`src/rtl/lcd_segment_capture.sv`:
```
// lcd_segment_capture
// Watches the CPU LCD common strobe (lcd_h) on the 32.768 kHz tick enable.
// After a one-hot strobe has been stable for SETTLE_TICKS ticks, the segment
// lines for that common are sampled into a small record FIFO for a consumer.
// A record that finds the FIFO full (and no pop in the same cycle) is dropped
// and the sticky overflow flag is raised.
//
// Optional feature, macro LCD_CAPTURE_CHANGE_FILTER_EN: remembers the last
// pushed {a,b,bs} per H index and silently discards samples that repeat it.
// With the macro undefined every completed sample attempts a push.
//
// Handshake: out_valid/out_ready follow strict valid/ready semantics. A record
// transfers on exactly the cycles where both are high; while out_valid=1 and
// out_ready=0 every out_* field holds steady; out_ready with out_valid=0 is
// ignored. out_valid never drops without a transfer.
//
// o_dbg_state mirrors the capture FSM state (0 = IDLE, 1 = SETTLE).

module lcd_segment_capture #(
  parameter int SETTLE_TICKS = 4,
  parameter int FIFO_DEPTH   = 4
) (
  input  logic        clk,
  input  logic        reset,
  input  logic        clk_en,
  input  logic [3:0]  lcd_h,
  input  logic [15:0] segment_a,
  input  logic [15:0] segment_b,
  input  logic        segment_bs,
  output logic        out_valid,
  input  logic        out_ready,
  output logic [1:0]  out_h,
  output logic [15:0] out_a,
  output logic [15:0] out_b,
  output logic        out_bs,
  output logic        out_sof,
  output logic        overflow,
  output logic        o_dbg_state
);

  // Record layout: {h[1:0], a[15:0], b[15:0], bs}
  localparam int RW = 35;
  localparam int AW = (FIFO_DEPTH > 2) ? $clog2(FIFO_DEPTH) : 1;
  localparam int CW = AW + 1;
  localparam logic [CW-1:0] DEPTH_C  = CW'(FIFO_DEPTH);
  localparam logic [9:0]    SETTLE_C = 10'(SETTLE_TICKS);

  typedef enum logic {
    S_IDLE   = 1'b0,
    S_SETTLE = 1'b1
  } state_t;

  // ---------------------------------------------------------------------
  // Strobe tracking and capture FSM
  // ---------------------------------------------------------------------
  state_t      r_state;
  state_t      w_state_next;
  logic [3:0]  r_prev_h;
  logic [1:0]  r_cur_h;
  logic [1:0]  w_cur_h_next;
  logic [9:0]  r_cnt;
  logic [9:0]  w_cnt_next;
  logic        w_change;
  logic        w_onehot;
  logic [1:0]  w_h_idx;
  logic        w_sample;

  assign w_change = clk_en && (lcd_h != r_prev_h);
  // Exactly one bit set: non-zero and clearing the lowest set bit leaves zero.
  assign w_onehot = (lcd_h != 4'd0) && ((lcd_h & (lcd_h - 4'd1)) == 4'd0);

  // Encode the one-hot strobe into an H index (only used when w_onehot).
  always_comb begin
    w_h_idx = 2'd0;
    case (lcd_h)
      4'b0001: w_h_idx = 2'd0;
      4'b0010: w_h_idx = 2'd1;
      4'b0100: w_h_idx = 2'd2;
      4'b1000: w_h_idx = 2'd3;
      default: w_h_idx = 2'd0;
    endcase
  end

  // Previous strobe value, updated on every tick; reset to 0 so the first
  // one-hot strobe after reset is seen as a change.
  always_ff @(posedge clk) begin
    if (reset) begin
      r_prev_h <= 4'd0;
    end else if (clk_en) begin
      r_prev_h <= lcd_h;
    end
  end

  // FSM state register together with the settle counter and latched H.
  always_ff @(posedge clk) begin
    if (reset) begin
      r_state <= S_IDLE;
      r_cnt   <= 10'd0;
      r_cur_h <= 2'd0;
    end else begin
      r_state <= w_state_next;
      r_cnt   <= w_cnt_next;
      r_cur_h <= w_cur_h_next;
    end
  end

  // Next-state logic: a strobe change always wins over settle counting, so a
  // change on the would-be sampling tick restarts (one-hot) or aborts.
  always_comb begin
    w_state_next = r_state;
    w_cnt_next   = r_cnt;
    w_cur_h_next = r_cur_h;
    w_sample     = 1'b0;
    if (clk_en) begin
      if (w_change) begin
        w_cnt_next = 10'd0;
        if (w_onehot) begin
          w_state_next = S_SETTLE;
          w_cur_h_next = w_h_idx;
        end else begin
          w_state_next = S_IDLE;
        end
      end else if (r_state == S_SETTLE) begin
        w_cnt_next = r_cnt + 10'd1;
        if ((r_cnt + 10'd1) == SETTLE_C) begin
          w_sample     = 1'b1;
          w_state_next = S_IDLE;
        end
      end
    end
  end

  assign o_dbg_state = r_state;

  // ---------------------------------------------------------------------
  // Sample record and optional repeat filter
  // ---------------------------------------------------------------------
  logic [RW-1:0] w_rec;
  logic          w_filtered;
  logic          w_push_req;
  logic          w_push;

  assign w_rec      = {r_cur_h, segment_a, segment_b, segment_bs};
  assign w_push_req = w_sample && !w_filtered;

`ifdef LCD_CAPTURE_CHANGE_FILTER_EN
  logic [32:0] r_last [4];
  logic [3:0]  r_last_vld;

  assign w_filtered = r_last_vld[r_cur_h] &&
                      (r_last[r_cur_h] == {segment_a, segment_b, segment_bs});

  // Remember the last record actually written for each H; a dropped record
  // was never delivered, so it does not update the stored value.
  always_ff @(posedge clk) begin
    if (reset) begin
      r_last_vld <= 4'd0;
    end else if (w_push) begin
      r_last_vld[r_cur_h] <= 1'b1;
      r_last[r_cur_h]     <= {segment_a, segment_b, segment_bs};
    end
  end
`else
  assign w_filtered = 1'b0;
`endif

  // ---------------------------------------------------------------------
  // Record FIFO
  // ---------------------------------------------------------------------
  logic [RW-1:0] r_mem [FIFO_DEPTH];
  logic [AW-1:0] r_wr_ptr;
  logic [AW-1:0] r_rd_ptr;
  logic [CW-1:0] r_count;
  logic          r_overflow;
  logic          w_pop;
  logic          w_full;
  logic          w_drop;
  logic [RW-1:0] w_head;

  assign out_valid = (r_count != '0);
  assign w_pop     = out_valid && out_ready;
  assign w_full    = (r_count == DEPTH_C);
  // A full FIFO still accepts when the head leaves in the same cycle.
  assign w_push    = w_push_req && (!w_full || w_pop);
  assign w_drop    = w_push_req && !w_push;

  // Storage write; contents need no reset because out_valid gates the view.
  always_ff @(posedge clk) begin
    if (w_push) begin
      r_mem[r_wr_ptr] <= w_rec;
    end
  end

  // Pointers, occupancy and sticky overflow. Pointers wrap naturally since
  // the depth is a power of two.
  always_ff @(posedge clk) begin
    if (reset) begin
      r_wr_ptr   <= '0;
      r_rd_ptr   <= '0;
      r_count    <= '0;
      r_overflow <= 1'b0;
    end else begin
      if (w_push) begin
        r_wr_ptr <= r_wr_ptr + 1'b1;
      end
      if (w_pop) begin
        r_rd_ptr <= r_rd_ptr + 1'b1;
      end
      case ({w_push, w_pop})
        2'b10:   r_count <= r_count + 1'b1;
        2'b01:   r_count <= r_count - 1'b1;
        default: r_count <= r_count;
      endcase
      if (w_drop) begin
        r_overflow <= 1'b1;
      end
    end
  end

  assign w_head   = r_mem[r_rd_ptr];
  assign overflow = r_overflow;

  // Present the oldest record; all fields read as zero while empty.
  always_comb begin
    out_h   = 2'd0;
    out_a   = 16'd0;
    out_b   = 16'd0;
    out_bs  = 1'b0;
    out_sof = 1'b0;
    if (out_valid) begin
      out_h   = w_head[34:33];
      out_a   = w_head[32:17];
      out_b   = w_head[16:1];
      out_bs  = w_head[0];
      out_sof = (w_head[34:33] == 2'd0);
    end
  end

endmodule
```
`config.mk`:
```
export PLATFORM = sky130hd
export DESIGN_NAME = lcd_segment_capture
export DESIGN_NICKNAME = d
export VERILOG_FILES = /design/src/rtl/lcd_segment_capture.sv
export SDC_FILE = /design/constraint.sdc
export NUM_CORES = 1
export LEC_CHECK = 0
export ABC_AREA = 1
export CORE_UTILIZATION = 50
export CTS_BUF_LIST = sky130_fd_sc_hd__clkbuf_8
export DETAILED_ROUTE_END_ITERATION = 16
export GPL_ROUTABILITY_DRIVEN = 0
export HOLD_SLACK_MARGIN = 0.15
export PLACE_DENSITY = 0.75
export SETUP_SLACK_MARGIN = 0.3
export SYNTH_ARGS = -nofsm -noshare
export SYNTH_HDL_FRONTEND = slang
export SYNTH_SLANG_ARGS = --single-unit
export TNS_END_PERCENT = 20
```
`constraint.sdc`:
```
create_clock -name clk -period 3.3 [get_ports clk]
set_input_delay 0.66 -clock clk [delete_from_list [all_inputs] [get_ports clk]]
set_output_delay 0.66 -clock clk [all_outputs]
set_load 0.1 [all_outputs]
```
==> metrics.yaml, run 1 <==
route:
  drt-total-wl_um: 15000
  avgViaCountPerCell: 5.37
  first_pass_iters: 5
  routedWlPerCell_um: 16.7
  ant_nets: 0
  num_vias: 4823
  drc_errors: 0
  drt_iter0_markers: 381
die:
  core_region_area_um2: 13300
  start_util_pct: 51.5
  dieArea_um2: 14200
  io_pins: 80
  rows: 42
  die_h_um: 119
  die_w_um: 119
synth:
  synth_cell_types: 36
  syn_area_um2: 6870
  yosys_warnings: 0
  syn_inst: 621
  synthesis.nets: 669
  ys_seq_area_share_pct: 69.0
  ys_ff_latch: 167
  syn_avg_cell_area_um2: 11.1
cells_and_area:
  antennaDiodeCount: 0
  drive_gt1_share_pct: 19.9
  area_growth_pct: 31.7
  fin_cells: 898
  design_area_um2: 9050
  fin_nets: 757
worst_setup_path:
  crit_type: "flip-flop to primary output"
  end_kind: "primary output"
  crit_family: "buffers and inverters"
  cp.required_ps: 2640
  r2r-end: "r_count[2]"
  cp_slowest_cell: "buf_4"
  reg2reg_depth: 16
  crit_chain: "nor2_1, nand2_4, clkinv_4, buf_4, a21oi_2, buf_12"
  cpPeakStageDelay_ps: 460
  path_max_fanout: 16
  r2r_start: "r_cnt[0]"
  arrival_ps: 2140
  ff2ff_setup_slack_ps: 810
  critPathBufInv: 3
  start_kind: "flip-flop"
run_status:
  run_status: "finished clean"
timing:
  tightest_slew_ps: 509
  slew_headroom_pct: 66.0
  hold_viol: 0
  fmax_ghz: 0.358
  finalClockSkew_ps: 12.3
  min_period_ps: 2800
  finalCritPeriodShare_pct: 84.7
  setup_viol: 0
  rsz0062_at_grt: "no"
  tns_ps: 0
  slew_violations: 0
place:
  postPlaceCellArea_um2: 8700
  post-dp-hpwl_um: 10100
  dp.cells: 866
  io_buffers: 79
global_routing:
  grt_max_degree: 71
  grt_overflow: 0
  antenna_found_initial: 0
  grtUsageTotal_pct: 22.3
  grt_pass1_wl_um: 24200
  grt_pass1_vias: 4819
power:
  p_per_area_nw_per_um2: 933
  vdd_drop_max_mv: 0.599
  cellLeakagePower_nw: 3.13
clock_tree:
  numCtsBuffers: 17
  h-tree-depth: 4
  cts.sinks: 167
  cts_tree: "done"
  post_cts_buffers: 0
  cts.path.max_buffers: 2
  root_buffer: "clkbuf_8"
  insertion_delay_ps: 440
  ctsHoldBuffers: 0
  cts.clk_slew.worst_paths_ps: 90
run:
  cap_violations: 0
min_path:
  min-delay-start: "r_rd_ptr[1]"
  worstHoldPathCells: 2
  hold_path.class: "flip-flop to flip-flop"
## worst max path at each step
| stage | from | to | slack [ps] | depth (start not counted) |
|---|---|---|---|---|
| floorplan | o_dbg_state | r_mem[1][0] | 50 | 4 |
| global placement | clk_en | r_mem[0][17] | 370 | 7 |
| detailed placement | clk_en | r_count[2] | 300 | 11 |
| finish | r_count[0] | out_b[15] | 500 | 6 |
| global route | r_count[0] | out_bs | 370 | 6 |
| CTS | flip-flop | out_b[12] | 370 | 6 |
## cell type report
class | count | area, µm²
well taps | 176 | 220
clock inverters | 15 | 113
inverters | 42 | 165
fillers | 959 | 4300
multi-input cells | 385 | 2250
clock buffers | 17 | 234
repair buffers | 96 | 1330
flip-flops and latches | 167 | 4750
## sequential cells by signal, summed over array words and instances, names as in the netlist, named ones only
| signal | flops |
|---|---|
| o_dbg_state | 1 |
| overflow | 1 |
| r_cnt | 10 |
| r_count | 3 |
| r_cur_h | 2 |
| r_mem | 140 |
| r_prev_h | 4 |
| r_rd_ptr | 2 |
| r_wr_ptr | 2 |
## synthesized netlist by cell type
| cell type | n | share of area, % |
|---|---|---|
| o21ai_0 | 79 | 5.8 |
| nand3b_1 | 1 | 0.11 |
| buf_4 | 1 | 0.11 |
| a21oi_1 | 49 | 3.6 |
| nor2_1 | 162 | 8.8 |
| a31oi_1 | 1 | 0.091 |
| xor2_1 | 1 | 0.13 |
| nor2_2 | 3 | 0.27 |
| o21a_1 | 1 | 0.11 |
| nand3_2 | 2 | 0.29 |
| ha_1 | 6 | 1.1 |
| dfxtp_1 | 27 | 7.9 |
| nor2_8 | 1 | 0.29 |
| edfxtp_1 | 140 | 61 |
| nand3_4 | 1 | 0.25 |
| xnor2_1 | 4 | 0.51 |
| nor3_1 | 2 | 0.15 |
| nor2_4 | 1 | 0.16 |
| o21ai_2 | 1 | 0.13 |
| clkinv_1 | 2 | 0.11 |
| a32oi_1 | 1 | 0.13 |
| buf_1 | 4 | 0.22 |
| inv_2 | 3 | 0.16 |
| a221oi_1 | 5 | 0.64 |
| a211oi_1 | 2 | 0.22 |
| a32o_1 | 1 | 0.15 |
| nand4_1 | 2 | 0.18 |
| o21ai_1 | 1 | 0.073 |
| o221a_2 | 2 | 0.33 |
| nand3_1 | 9 | 0.66 |
| clkbuf_1 | 21 | 1.1 |
| nand2_2 | 5 | 0.46 |
| nand2_1 | 41 | 2.2 |
| fa_1 | 1 | 0.29 |
| buf_2 | 1 | 0.073 |
| inv_1 | 37 | 2.0 |
## placed cells by master, fill, tap and decap left out, types with 2 or more instances in the layout
master	n
nor2_1	156
edfxtp_1	140
o21ai_0	79
nand2_1	40
clkdlybuf4s50_1	40
buf_12	40
inv_1	37
a21oi_4	28
dfxtp_1	26
clkbuf_8	17
a21oi_1	16
buf_4	15
nand3_1	9
nor2_4	7
clkinv_1	6
ha_1	6
a21oi_2	5
nand2_2	5
a221oi_1	5
xnor2_1	4
clkinv_4	3
inv_2	3
nor2_2	3
nand3_2	2
nand4_1	2
nor3_1	2
a211oi_1	2
o221a_2	2
inv_6	2
clkinv_2	2
clkinvlp_4	2
## power breakdown
group          switching (mW)  internal [mW]  total, mW
Sequential             0.0369           2.32       2.36
Clock                   0.712          0.583       1.30
Combinational            3.30           1.49       4.79
Total                    4.05           4.39       8.44
## repair_timing
item | in CTS | in global routing
endpoints found under the setup margin | 6 | 17
resized for setup | 1 | 3
pin swaps | 0 | 0
hold endpoints to repair | 0 | 0
## per-stage QoR
stage / total power, mW / util [%] / setup WS, ps / hold slack [ps]
4_1_cts: 8.50 / 67.8 / 370 / 477
6_report: 8.44 / 67.8 / 504 / 476
2_1_floorplan: 5.63 / - / 49.9 / 436
5_1_grt: 8.74 / 67.8 / 371 / 507
3_5_place_dp: 7.20 / 65.1 / 296 / 463
3_3_place_gp: 7.14 / 65.1 / 368 / 450
## cell families after synthesis
family | Yosys count | share of synthesized area, %
and+or+nand+nor | 230 | 13.9
buffers and inverters | 69 | 3.84
DFF | 167 | 69.0
AOI/OAI and AO/OA | 143 | 11.2
xor gates and xnor gates | 5 | 0.637
adders and majority gates | 7 | 1.38
## per-layer routing
metal  wire [µm]  vias up  track usage (%)
li1            -     2328                -
met1        6300     2322             27.8
met2        7590      153             37.5
met3         834       20             5.46
met4         229        0             7.99
met5           0        -                0
## tightest hold or removal path, delay by kind of cell (launching register included)
family / cells / cell delay, ps
AO/OA/AOI/OAI: 1 / 70
buffers and inverters: 1 / 60
flip-flops: 1 / 300
No activity file was read; power rests on OpenSTA's default activity.
==> run 2: changes to the inputs <==
- clock period: 3.3 -> 2.57 ns (I/O delays scaled with it)
==> run 2 against run 1 <==
Against the previous run:
- combinational power up 37%
- die area unchanged
- power increased by 38%
- first-iteration DRC count up 4.5%
- sequential power grew 30%
- design area increased by 6.1%
==> metrics.yaml, run 2 (same netlist as run 1, synthesis figures left out) <==
run_status:
  run_status: "finished clean"  # unchanged
cells_and_area:
  final_cell_mix: "nor2_1, edfxtp_1, buf_12, clkdlybuf4s50_1"  # was nor2_1, edfxtp_1, o21ai_0
  layout_commonest_cell: "nor2_1"  # unchanged
  fin_nets: 778  # was 757
  fillers: 877  # was 959
  seq_area_um2: 4760  # was 4750 µm²
  drive_gt1_share_pct: 25.3  # was 19.9%
  design_area_um2: 9600  # was 9050 µm²
  area_growth_pct: 39.7  # was 31.7%
  multiInputGateArea_um2: 2330  # was 2250 µm²
  antennaDiodeCount: 0  # unchanged
  top_register: "r_mem"  # unchanged
  largest_register_ffs: 140  # unchanged
  top_regs: "r_mem: 140 flops, r_cnt: 10 flops, r_prev_h: 4 flops"  # unchanged
power:
  p_per_area_nw_per_um2: 1220  # was 933 nW/µm²
  cellLeakagePower_nw: 3.39  # was 3.13 nW
  vdd_drop_max_mv: 0.950  # was 0.599 mV
timing:
  rsz0062_at_grt: "yes"  # was no
  hold_viol: 0  # unchanged
  finalCritPeriodShare_pct: 90.8
  setup_viol: 0  # unchanged
  tns_ps: 0  # unchanged
  tightest_slew_ps: 377  # was 509 ps
  slew_headroom_pct: 74.6  # was 66.0%
  fmax_ghz: 0.429
  slew_violations: 0  # unchanged
  min_period_ps: 2330
  finalClockSkew_ps: 8.11  # was 12.3 ps
clock_tree:
  root_buffer: "clkbuf_8"  # unchanged
  h-tree-depth: 4  # unchanged
  cts.path.max_buffers: 2  # unchanged
  insertion_delay_ps: 440  # about the same
  cts_tree: "done"  # unchanged
  cts.clk_slew.worst_paths_ps: 80  # was 90 ps
  numCtsBuffers: 17  # unchanged
  cts.sinks: 167  # unchanged
global_routing:
  grt_pass1_wl_um: 25300  # was 24200 µm
  grtUsageTotal_pct: 23.5  # was 22.3%
  antenna_found_initial: 0  # unchanged
  grt_overflow: 0  # unchanged
  grt_pass1_vias: 5026  # was 4819
  grt_max_degree: 34  # was 71
worst_setup_path:
  crit_family: "flip-flops"  # was buffers and inverters
  arrival_ps: 1820  # was 2140 ps
  cp_slowest_cell: "dfxtp_4"  # was buf_4
  crit_chain: "buf_12, nor2_1, nor2_1, o21ai_1, a21oi_4, buf_12"  # was nor2_1, nand2_4, clkinv_4, buf_4, a21oi_2, buf_12
  crit_type: "flip-flop to primary output"  # unchanged
  end_kind: "primary output"  # unchanged
  critPathBufInv: 2  # was 3
  cp.required_ps: 2060  # was 2640 ps
  cpPeakStageDelay_ps: 440  # was 460 ps
  path_max_fanout: 24  # was 16
  start_kind: "flip-flop"  # unchanged
route:
  drt-total-wl_um: 16100  # was 15000 µm
  first_pass_iters: 5  # unchanged
  drc_errors: 0  # unchanged
  routedWlPerCell_um: 17.5  # was 16.7 µm
  drt_iter0_markers: 398  # was 381
  avgViaCountPerCell: 5.51  # was 5.37
  ant_nets: 0  # unchanged
  num_vias: 5064  # was 4823
die:
  dieArea_um2: 14200  # unchanged
  start_util_pct: 51.5  # unchanged
  die_w_um: 119  # unchanged
  rows: 42  # unchanged
  core_region_area_um2: 13300  # unchanged
  io_pins: 80  # unchanged
  die_h_um: 119  # unchanged
min_path:
  hold_path.class: "flip-flop to flip-flop"  # unchanged
place:
  postPlaceCellArea_um2: 8880  # was 8700 µm²
  post-dp-hpwl_um: 10000  # was 10100 µm
  io_buffers: 79  # unchanged
run:
  cap_violations: 0  # unchanged
## run 2: changes by cell type in the layout (fill, tap and decap cells not counted), moves of 5 or more
cell	before	now
dfxtp_1	26	19
o21ai_0	79	39
clkinv_1	6	1
buf_12	40	47
buf_4	15	22
o21ai_1	1	39
## run 2: power by group
group / switching (mW) / internal (mW) / leakage, nW
Clock: 0.890 / 1.15 / 0.240
Sequential: 0.0709 / 2.98 / 1.48
Combinational: 4.37 / 2.21 / 1.66
Total: 5.33 / 6.34 / 3.39
## run 2: path summary, 6_finish.rpt
| kind | startpoint | to | slack (ps) | depth (start not counted) |
|---|---|---|---|---|
| setup / recovery | flip-flop | out_b[12] | 240 | 6 |
| hold / removal | r_rd_ptr[1] | flip-flop | 480 | 2 |
| setup reg to reg | r_cnt[0] | r_mem[0][6] | 310 | 11 |
| hold reg to reg | r_rd_ptr[1] | flip-flop | 480 | 2 |
## run 2: routing by layer
metal | vias to the layer above | wire length [µm] | GRT usage, %
met4 | 0 | 223 | 8.94
met3 | 17 | 918 | 3.83
li1 | 2366 | - | -
met2 | 210 | 8340 | 39.9
met1 | 2471 | 6620 | 30.1
met5 | - | 0 | 0
## run 2: repair_timing
item | in CTS | in global routing
cloned | 2 | 2
hold buffers | 0 | 0
endpoints found under the setup margin | 36 | 178
pin swaps | 4 | 4
gates resized for setup | 37 | 43
buffers inserted | 0 | 5
## run 2: area by class of cell
type	count	area share [%]
clock buffers	21	3.01
clock inverters	11	1.59
inverters	42	1.82
multi-input cells	385	24.2
flip-flops and latches	167	49.6
well taps	176	2.29
repair buffers	117	17.4
## run 2: worst register-to-register path, delay by kind of cell, from the launching register on
kind / cells / cell delay (ps)
buffers and inverters: 4 / 600
flip-flops: 1 / 390
AND/OR/NAND/NOR: 7 / 1000
## run 2: metrics by stage
step / util [%] / power (mW) / hold WS, ps / instances / setup slack, ps
floorplan: - / 7.28 / 436 / 621 / 10.3
global placement: 66.5 / 9.30 / 447 / 878 / 33.0
detailed placement: 66.5 / 9.36 / 475 / 878 / -57.9
CTS: 70.8 / 11.7 / 483 / 912 / 214
global route: 71.9 / 12.0 / 509 / 919 / 155
finish: 71.9 / 11.7 / 484 / 919 / 238
==> run 3: changes to the inputs <==
- CTS_CLUSTER_DIAMETER: unset -> 100
==> results of run 3 <==
The final DEF is identical to that of run 2; final timing and power are the same.
